**config.mk**
```make
export PLATFORM = sky130hd
export DESIGN_NAME = alu_pipe
export DESIGN_NICKNAME = d
export VERILOG_FILES = /design/src/rtl/alu_pkg.sv /design/src/rtl/alu_core.sv /design/src/rtl/alu_pipe.sv
export SDC_FILE = /design/constraint.sdc
export NUM_CORES = 1
export LEC_CHECK = 0
export ABC_CLOCK_PERIOD_IN_PS = 6200
export CORE_ASPECT_RATIO = 0.9
export CORE_MARGIN = 2
export CORE_UTILIZATION = 59
export CTS_CLUSTER_DIAMETER = 200
export DETAILED_ROUTE_END_ITERATION = 6
export PLACE_DENSITY = 0.88
export SLEW_MARGIN = 10
export SYNTH_ARGS = -nofsm -noshare
export SYNTH_HDL_FRONTEND = slang
export SYNTH_HIERARCHICAL = 1
export SYNTH_SLANG_ARGS = --single-unit
```
**constraint.sdc**
```tcl
create_clock -name clk -period 6.2 [get_ports clk]
set_input_delay 1.86 -clock clk [delete_from_list [all_inputs] [get_ports clk]]
set_output_delay 1.86 -clock clk [all_outputs]
set_load 0.1 [all_outputs]
```
**src/rtl/alu_pkg.sv**
```systemverilog
// alu_pkg: shared definitions for the pipelined ALU.
//   ALU_WIDTH_DEF - default datapath width
//   alu_op_e      - 3-bit operation encodings
//   alu_state_e   - control state machine states
//   is_shift_op   - true for the multi-cycle shift operations
package alu_pkg;

    localparam int unsigned ALU_WIDTH_DEF = 16;

    typedef enum logic [2:0] {
        OP_ADD   = 3'b000,
        OP_AND   = 3'b001,
        OP_XOR   = 3'b010,
        OP_PASSA = 3'b011,
        OP_LSHF  = 3'b100,
        OP_RSHFL = 3'b101,
        OP_RSHFA = 3'b110,
        OP_PASSB = 3'b111
    } alu_op_e;

    typedef enum logic [1:0] {
        ST_IDLE  = 2'b00,
        ST_SHIFT = 2'b01,
        ST_DONE  = 2'b10
    } alu_state_e;

    function automatic logic is_shift_op(input alu_op_e op);
        return (op == OP_LSHF) || (op == OP_RSHFL) || (op == OP_RSHFA);
    endfunction

endpackage

```
**src/rtl/alu_core.sv**
```systemverilog
// alu_core: combinational single-cycle ALU operations.
// Ports:
//   op_i     - operation select
//   a_i      - first operand
//   b_i      - second operand
//   res_o_c  - combinational result; shift ops return a_i unchanged,
//              which is exactly the shift-by-zero result
module alu_core
    import alu_pkg::*;
#(
    parameter int unsigned WIDTH = ALU_WIDTH_DEF
) (
    input  alu_op_e            op_i,
    input  logic [WIDTH-1:0]   a_i,
    input  logic [WIDTH-1:0]   b_i,
    output logic [WIDTH-1:0]   res_o_c
);

    // Single-cycle operation select; ADD wraps modulo 2^WIDTH.
    always_comb begin
        res_o_c = a_i;
        case (op_i)
            OP_ADD:   res_o_c = a_i + b_i;
            OP_AND:   res_o_c = a_i & b_i;
            OP_XOR:   res_o_c = a_i ^ b_i;
            OP_PASSA: res_o_c = a_i;
            OP_PASSB: res_o_c = b_i;
            default:  res_o_c = a_i;
        endcase
    end

endmodule

```
**src/rtl/alu_pipe.sv**
```systemverilog
// alu_pipe: valid/ready ALU with single-cycle logic ops and
// one-bit-per-cycle shifts.
// Ports:
//   clk, rst_n  - clock, asynchronous active-low reset
//   in_valid    - request present
//   in_ready    - request accepted this cycle (IDLE, or DONE and out_ready)
//   op, a, b    - operation and operands, captured at accept
//   out_valid   - result/nzp hold a completed result
//   out_ready   - consumer takes the result this cycle
//   result      - registered result (partial value while shifting)
//   nzp         - registered one-hot {N,Z,P} of the final result
module alu_pipe
    import alu_pkg::*;
#(
    parameter int unsigned WIDTH = ALU_WIDTH_DEF
) (
    input  logic               clk,
    input  logic               rst_n,
    input  logic               in_valid,
    output logic               in_ready,
    input  logic [2:0]         op,
    input  logic [WIDTH-1:0]   a,
    input  logic [WIDTH-1:0]   b,
    output logic               out_valid,
    input  logic               out_ready,
    output logic [WIDTH-1:0]   result,
    output logic [2:0]         nzp
);

    localparam int unsigned SHW = $clog2(WIDTH);

    alu_state_e         state_q;
    alu_op_e            op_q;
    logic [SHW-1:0]     cnt_q;
    logic [WIDTH-1:0]   result_q;
    logic [2:0]         nzp_q;
    logic               out_valid_q;

    alu_op_e            op_in;
    logic [SHW-1:0]     shamt;
    logic               accept;
    logic [WIDTH-1:0]   core_res;
    logic [WIDTH-1:0]   shift_step;

    function automatic logic [2:0] nzp_of(input logic [WIDTH-1:0] r);
        if (r[WIDTH-1]) begin
            return 3'b100;
        end else if (r == '0) begin
            return 3'b010;
        end else begin
            return 3'b001;
        end
    endfunction

    assign op_in    = alu_op_e'(op);
    assign shamt    = b[SHW-1:0];
    assign in_ready = (state_q == ST_IDLE) || ((state_q == ST_DONE) && out_ready);
    assign accept   = in_valid && in_ready;

    alu_core #(
        .WIDTH (WIDTH)
    ) u_core (
        .op_i    (op_in),
        .a_i     (a),
        .b_i     (b),
        .res_o_c (core_res)
    );

    // One-bit shift of the partial result; arithmetic shift keeps the
    // current MSB, which is the original A sign bit.
    always_comb begin
        shift_step = result_q;
        case (op_q)
            OP_LSHF:  shift_step = {result_q[WIDTH-2:0], 1'b0};
            OP_RSHFL: shift_step = {1'b0, result_q[WIDTH-1:1]};
            OP_RSHFA: shift_step = {result_q[WIDTH-1], result_q[WIDTH-1:1]};
            default:  shift_step = result_q;
        endcase
    end

    // Control FSM and result registers.
    always_ff @(posedge clk or negedge rst_n) begin
        if (!rst_n) begin
            state_q     <= ST_IDLE;
            op_q        <= OP_ADD;
            cnt_q       <= '0;
            result_q    <= '0;
            nzp_q       <= 3'b010;
            out_valid_q <= 1'b0;
        end else begin
            case (state_q)
                ST_IDLE, ST_DONE: begin
                    if (accept) begin
                        op_q <= op_in;
                        if (is_shift_op(op_in) && (shamt != '0)) begin
                            // Start from the unshifted operand; nzp keeps its
                            // old value until the shift completes.
                            state_q     <= ST_SHIFT;
                            cnt_q       <= shamt;
                            result_q    <= a;
                            out_valid_q <= 1'b0;
                        end else begin
                            state_q     <= ST_DONE;
                            result_q    <= core_res;
                            nzp_q       <= nzp_of(core_res);
                            out_valid_q <= 1'b1;
                        end
                    end else if ((state_q == ST_DONE) && out_ready) begin
                        state_q     <= ST_IDLE;
                        out_valid_q <= 1'b0;
                    end
                end
                ST_SHIFT: begin
                    result_q <= shift_step;
                    cnt_q    <= cnt_q - SHW'(1);
                    if (cnt_q == SHW'(1)) begin
                        state_q     <= ST_DONE;
                        nzp_q       <= nzp_of(shift_step);
                        out_valid_q <= 1'b1;
                    end
                end
                default: begin
                    state_q     <= ST_IDLE;
                    out_valid_q <= 1'b0;
                end
            endcase
        end
    end

    assign result    = result_q;
    assign nzp       = nzp_q;
    assign out_valid = out_valid_q;

endmodule

```
==> results of run 1 <==
cells in the final DEF, fill, tap and decap left out, types with 3 or more instances in the layout:
cell	count
a211oi_1	3
a21boi_0	3
a21o_1	4
a21oi_1	57
a21oi_2	7
a22o_1	14
a22oi_1	3
and2_1	5
buf_4	10
clkbuf_8	3
clkdlybuf4s50_1	58
dfrtp_1	27
ha_1	18
inv_1	20
mux2_1	3
mux2i_1	38
nand2_1	30
nand2b_1	7
nand3_1	9
nand4_1	8
nor2_1	34
nor2b_1	4
nor3_1	11
nor3b_1	3
nor4_1	5
o21ai_0	17
o21ai_1	17
o21bai_1	4
o221ai_1	13
o22ai_1	30
o31ai_1	3
or3_1	7
xnor2_1	5
xor2_1	6
sequential cells by signal, indices dropped and copies added, names as in the netlist:
name     flops
state_q      2
cnt_q        4
result      16
nzp          3
op_q         3
kinds of logic (layout without fill, tap and decap cells):
kind of cell,after synthesis,count (layout),share of synthesized area [%]
AO/OA/AOI/OAI,193,193,34.21
AND/OR/NAND/NOR,131,131,17.94
buffers and inverters,60,94,7.416
multiplexers,43,43,11.93
flip-flops,28,28,19.17
adder cells (fa/ha/maj),19,19,6.699
XOR/XNOR,11,11,2.632
worst max path at each step:
stage / endpoint / slack (ns) / depth (start not counted)
finish: nzp[0] / 1.12 / 12
global route: nzp[1] / 0.99 / 12
CTS: nzp[0] / 1.24 / 14
detailed placement: nzp[0] / 0.98 / 14
global placement: nzp[1] / 1.13 / 14
floorplan: in_ready / 1.35 / 3
stage by stage:
step / hold WS (ns) / worst slack (ns) / util, %
after floorplan: 0.4653 / 1.353 / -
after global placement: 0.4720 / 1.126 / 69.75
after detailed placement: 0.4772 / 0.9761 / 69.75
after CTS: 0.4914 / 1.244 / 70.93
after global routing: 0.5034 / 0.9931 / 70.93
final: 0.4922 / 1.124 / 70.93
power by group:
part	switching [mW]	internal [mW]	leakage, nW	total [mW]
Clock	0.0592	0.0866	0.0357	0.146
Sequential	0.159	0.270	0.340	0.429
Combinational	1.00	0.479	1.40	1.48
cell type report:
cell class | instances | area (um2) | share of cell area [%]
tap | 72 | 90.09 | 2.100
inverter | 22 | 82.58 | 1.925
multi-input combinational | 397 | 2688 | 62.66
clock buffer | 3 | 41.29 | 0.9627
clock inverter | 1 | 30.03 | 0.7001
sequential | 28 | 701.9 | 16.37
timing repair buffer | 68 | 655.6 | 15.29
worst max-delay path, stage by stage:
cell             delay [ns]
clkdlybuf4s50_1        0.82
buf_4                  0.30
nand3_1                0.31
o22ai_1                0.39
nor4b_1                0.36
a311o_1                0.19
nor3_1                 0.07
nor4_1                 0.36
nand4_1                0.20
nand2_1                0.11
o21ai_1                0.07
a21o_1                 0.18
routing by layer:
| metal | track usage [%] | share of wire, % |
|---|---|---|
| met5 | 0 | 0 |
| met4 | 8.594 | 1.6 |
| met3 | 5.198 | 10 |
| met2 | 51.30 | 47 |
| met1 | 45.94 | 41 |
==> impl_metrics.py, run 1 <==
metrics = {
    "setup_path": {
        "crit_fanout": 14,
        "r2r_slack_ns": 3.31,
        "r2r_start": "op_q[1]",
        "worstPathRequired_ns": 6.37,
        "cp-end-kind": "flop",
        "worstPathArrival_ns": 5.25,
        "reg2reg_depth": 6,
        "setup.worst_path.start": "op[0]",
        "r2r_end": "nzp[1]",
        "crit_type": "in -> reg",
        "cp-start-kind": "input pin",
    },
    "final_layout": {
        "syn_to_final_growth_pct": 17.16,
        "instances_no_fill": 591,
        "fin_area_mm2": 0.004289,
        "nets": 578,
        "nFillCells": 511,
        "layout-drive-gt1-share_pct": 5.973,
        "antenna_cells": 0,
    },
    "clock_tree": {
        "hold_buffers": 0,
        "cts_tree": "done",
        "cts_resized": 0,
        "numCtsBuffers": 3,
        "htreeDepth": 1,
        "cts.sinks": 28,
        "cts_root_buf": "clkbuf_8",
        "clk_path_buf_depth": 2,
        "clk-insertion-delay-late_ns": 0.28,
        "post-cts-setup-buffer-count": 0,
        "clk_pin_slew_worst_paths_ns": 0.11,
    },
    "die": {
        "rows": 27,
        "start_util_pct": 60.54,
        "die_area_mm2": 0.006852,
        "ios": 60,
        "core_area_mm2": 0.006047,
        "dieWidth_um": 87.04,
        "die_h_um": 78.73,
    },
    "placed_design": {
        "port_buffers": 59,
        "dp.cells": 587,
        "dpl_cell_area_mm2": 0.004218,
        "gp_congestion": 1.003,
        "hpwl_um": 8443,
    },
    "min_path": {
        "worstHoldPathCells": 1,
        "hold_path.class": "reg -> reg",
        "whs_endpoint": "state_q[1]",
        "min_from": "state_q[0]",
    },
    "logic_synthesis": {
        "synth.most_common_cell": "a21oi_1",
        "synth_edf_count": 0,
        "synth_area_mm2": 0.003661,
        "synth_seq_cells": 28,
        "synth_largest_area_cell": "dfrtp_1",
        "yosys-top-cells-count": "57 x a21oi_1, 38 x mux2i_1, 34 x nor2_1, 30 x nand2_1, 30 x o22ai_1",
        "ys_warn_count": 6,
        "synth_cell_types": 63,
        "avgSynthCellArea_um2": 7.548,
        "synth_area_leaders": "dfrtp_1 18%, mux2i_1 10%, a21oi_1 7.8%",
        "syn_nets": 543,
        "synth.top_cell.area_share_pct": 18.46,
        "synth_seq_area_share_pct": 19.17,
        "ys.flop_type": "dfrtp_1",
        "synthCells": 485,
        "async_reset_ff_share_pct": 100.0,
    },
    "sta": {
        "slew-limit-headroom_pct": 27.00,
        "hold_viol_final": 0,
        "finalSetupViolCount": 0,
        "worst_pin_slew_ns": 1.095,
        "rsz0062_at_grt": "no",
        "post-route-period-util_pct": 81.87,
        "tns_ns": 0,
        "drv_slew": 0,
        "max_freq_mhz": 197.0,
        "clock_skew_ns": 0.01590,
        "period_needed_ns": 5.076,
    },
    "drt": {
        "drc": 0,
        "antenna_left": 0,
        "via_per_inst": 7.036,
        "wire_per_inst_um": 19.15,
        "routed_wirelength_um": 11320,
        "drtPass1Iterations": 6,
        "vias": 4158,
        "drt_iter0_drc": 576,
    },
    "global_route": {
        "grt_pass1_wl_um": 18090,
        "grt_max_degree": 35,
        "antenna_found_initial": 0,
        "grt_usage_pct": 32.46,
        "overflow": 0,
        "grt_pass1_vias": 3691,
    },
    "pwr": {
        "leakagePower_nw": 1.773,
        "ir_drop_v": 0.0004620,
        "power_density_mw_per_mm2": 479.5,
        "p_total_mw": 2.057,
    },
    "run_status": {
        "status": "finished clean",
    },
    "run": {
        "drv_cap": 0,
    },
}
(Power assumes the default switching activity.)
==> run 2: changes to the inputs <==
--- a/config.mk
+++ b/config.mk
@@ -5,13 +5,13 @@
 export SDC_FILE = /design/constraint.sdc
 export NUM_CORES = 1
 export LEC_CHECK = 0
-export ABC_CLOCK_PERIOD_IN_PS = 6200
+export ABC_CLOCK_PERIOD_IN_PS = 5200
 export CORE_ASPECT_RATIO = 0.9
 export CORE_MARGIN = 2
-export CORE_UTILIZATION = 59
+export CORE_UTILIZATION = 55
 export CTS_CLUSTER_DIAMETER = 200
 export DETAILED_ROUTE_END_ITERATION = 6
-export PLACE_DENSITY = 0.88
+export PLACE_DENSITY = 0.83
 export SLEW_MARGIN = 10
 export SYNTH_ARGS = -nofsm -noshare
 export SYNTH_HDL_FRONTEND = slang
==> constraint.sdc (replaced) <==
create_clock -name clk -period 5.2 [get_ports clk]
set_input_delay 1.56 -clock clk [delete_from_list [all_inputs] [get_ports clk]]
set_output_delay 1.56 -clock clk [all_outputs]
set_load 0.1 [all_outputs]
==> run 2 against run 1 <==
Against the previous run: via count shrank 1.9%; global-route usage is 2.0 points lower; non-clock buffer count rose by 2; register-to-register slack lost 1.1 ns; sequential cell count is the same; total power grew 20%; design area up 0.88%; final cell count grew 3.4%; sequential power grew 21%; critical endpoint is now nzp[1]; combinational power up 19%; hold slack gained 0.014 ns.
==> impl_metrics.py, run 2 (synthesis results as in run 1) <==
metrics = {
    "die": {
        "rows": 28,
        "die_area_mm2": 0.007326,
        "start_util_pct": 56.18,
        "die_h_um": 81.40,
        "core_area_mm2": 0.006516,
        "dieWidth_um": 90,
        "ios": 60,
    },
    "pwr": {
        "leakagePower_nw": 1.783,
        "seqPwrFrac_pct": 21.1,
        "clockPowerShare_pct": 7.1,
        "power_density_mw_per_mm2": 568.2,
        "p_sw_share_pct": 59.49,
        "cell_internal_pwr_mw": 0.9961,
        "ir_drop_v": 0.0004800,
        "power_switching_mw": 1.463,
        "p_comb_share_pct": 71.7,
    },
    "setup_path": {
        "crit_type": "in -> reg",
        "max_stage_delay_ns": 0.47,
        "crit_chain": "clkdlybuf4s50_1 > ha_1 > fa_1 > a21oi_2 > nor2_1 > or3_4 > a32o_2 > nor3_1 > nor3_1 > nor4_1 > nand4_1 > nor4_1 > a21oi_1 > o31ai_1",
        "cp-start-kind": "input pin",
        "worstPathArrival_ns": 4.80,
        "crit_fanout": 5,
        "worstPathRequired_ns": 5.40,
        "slowest_stage": "clkdlybuf4s50_1",
        "cp-end-kind": "flop",
    },
    "clock_tree": {
        "post-cts-setup-buffer-count": 0,
        "cts_root_buf": "clkbuf_8",
        "cts_tree": "done",
        "cts_resized": 0,
        "clk_pin_slew_worst_paths_ns": 0.10,
        "htreeDepth": 1,
        "numCtsBuffers": 3,
        "clk_path_buf_depth": 2,
        "hold_buffers": 0,
        "clk-insertion-delay-late_ns": 0.29,
        "cts.sinks": 28,
    },
    "final_layout": {
        "utilization_pct": 66.40,
        "nets": 580,
        "mostFrequentLayoutCells": "58 x clkdlybuf4s50_1, 57 x a21oi_1, 38 x mux2i_1, 34 x nor2_1",
        "syn_to_final_growth_pct": 18.18,
        "layout-drive-gt1-share_pct": 6.334,
        "antenna_cells": 0,
        "largest_reg_flops": 16,
        "final_common_cell": "clkdlybuf4s50_1",
    },
    "global_route": {
        "overflow": 0,
        "grt_max_degree": 35,
        "antenna_found_initial": 0,
        "grt_pass1_vias": 3720,
        "grt_pass1_wl_um": 18380,
        "grt_usage_pct": 30.50,
    },
    "placed_design": {
        "pre_cts_ws_ns": 0.3773,
        "hpwl_um": 8371,
        "gp_congestion": 0.9532,
        "port_buffers": 59,
    },
    "drt": {
        "drc": 0,
        "routed_wirelength_um": 11290,
        "drtPass1Iterations": 7,
        "wire_per_inst_um": 18.47,
        "drt_iter0_drc": 542,
        "via_per_inst": 6.679,
        "vias": 4081,
        "antenna_left": 0,
    },
    "sta": {
        "max_freq_mhz": 217.4,
        "drv_slew": 0,
        "rsz0062_at_grt": "no",
        "post-route-period-util_pct": 88.47,
        "finalSetupViolCount": 0,
        "clock_skew_ns": 0.006205,
        "worst_pin_slew_ns": 0.9736,
        "hold_viol_final": 0,
        "tns_ns": 0,
        "setup_ws_ns": 0.5993,
        "period_needed_ns": 4.601,
        "slew-limit-headroom_pct": 34.89,
    },
    "min_path": {
        "hold_path.class": "reg -> reg",
    },
    "run": {
        "drv_cap": 0,
    },
    "run_status": {
        "status": "finished clean",
    },
}
## run 2: worst max-delay path, delay by kind of cell
family                   cells  cell delay [ns]
AND/OR/NAND/NOR              7             1.43
AO/OA/AOI/OAI                4             0.64
adder cells (fa/ha/maj)      2             0.69
buffers and inverters        1             0.47
## run 2: cell type report
cell class                 count  area (um2)
inverter                      22       82.58
multi-input combinational    397        2688
tap                           90       112.6
sequential                    28       701.9
clock buffer                   3       41.29
fill                         548        2190
timing repair buffer          70       670.6
clock inverter                 1       30.03
## run 2: per-stage QoR
| stage | instances | hold WS (ns) | instance area (um2) | power [mW] |
|---|---|---|---|---|
| finish | 611 | 0.5061 | 4327 | 2.459 |
| CTS | 611 | 0.5086 | 4327 | 2.430 |
| global placement | 607 | 0.4718 | 4255 | 2.211 |
| floorplan | 485 | 0.4653 | 3661 | 1.886 |
| detailed placement | 607 | 0.4940 | 4255 | 2.249 |
| global route | 611 | 0.5297 | 4327 | 2.600 |
## run 2: worst paths after layout
kind / from / to / slack, ns / depth (start not counted)
min reg2reg: state_q[0] / state_q[1] / 0.51 / 1
min: state_q[0] / state_q[1] / 0.51 / 1
max in group asynchronous: rst_n / nzp[1] / 3.26 / 2
max reg2reg: op_q[1] / nzp[1] / 2.24 / 6
max: a[0] / nzp[1] / 0.60 / 14
min in group asynchronous: rst_n / result[0] / 1.63 / 2
## run 2: power by group through the flow
stage / sequential (mW) / combinational [mW] / clock (mW)
final: 0.519 / 1.76 / 0.176
after global routing: 0.534 / 1.88 / 0.187
after CTS: 0.511 / 1.74 / 0.176
after detailed placement: 0.512 / 1.74 / 0
after global placement: 0.505 / 1.71 / 0
after floorplan: 0.951 / 0.935 / 0
## run 2: metal layers
metal,vias to the layer above,GRT usage [%],wire length [um]
li1,1919,-,-
met3,25,3.989,1069
met5,-,0,0
met2,224,49.10,5193
met1,1913,42.92,4766
met4,0,9.385,258
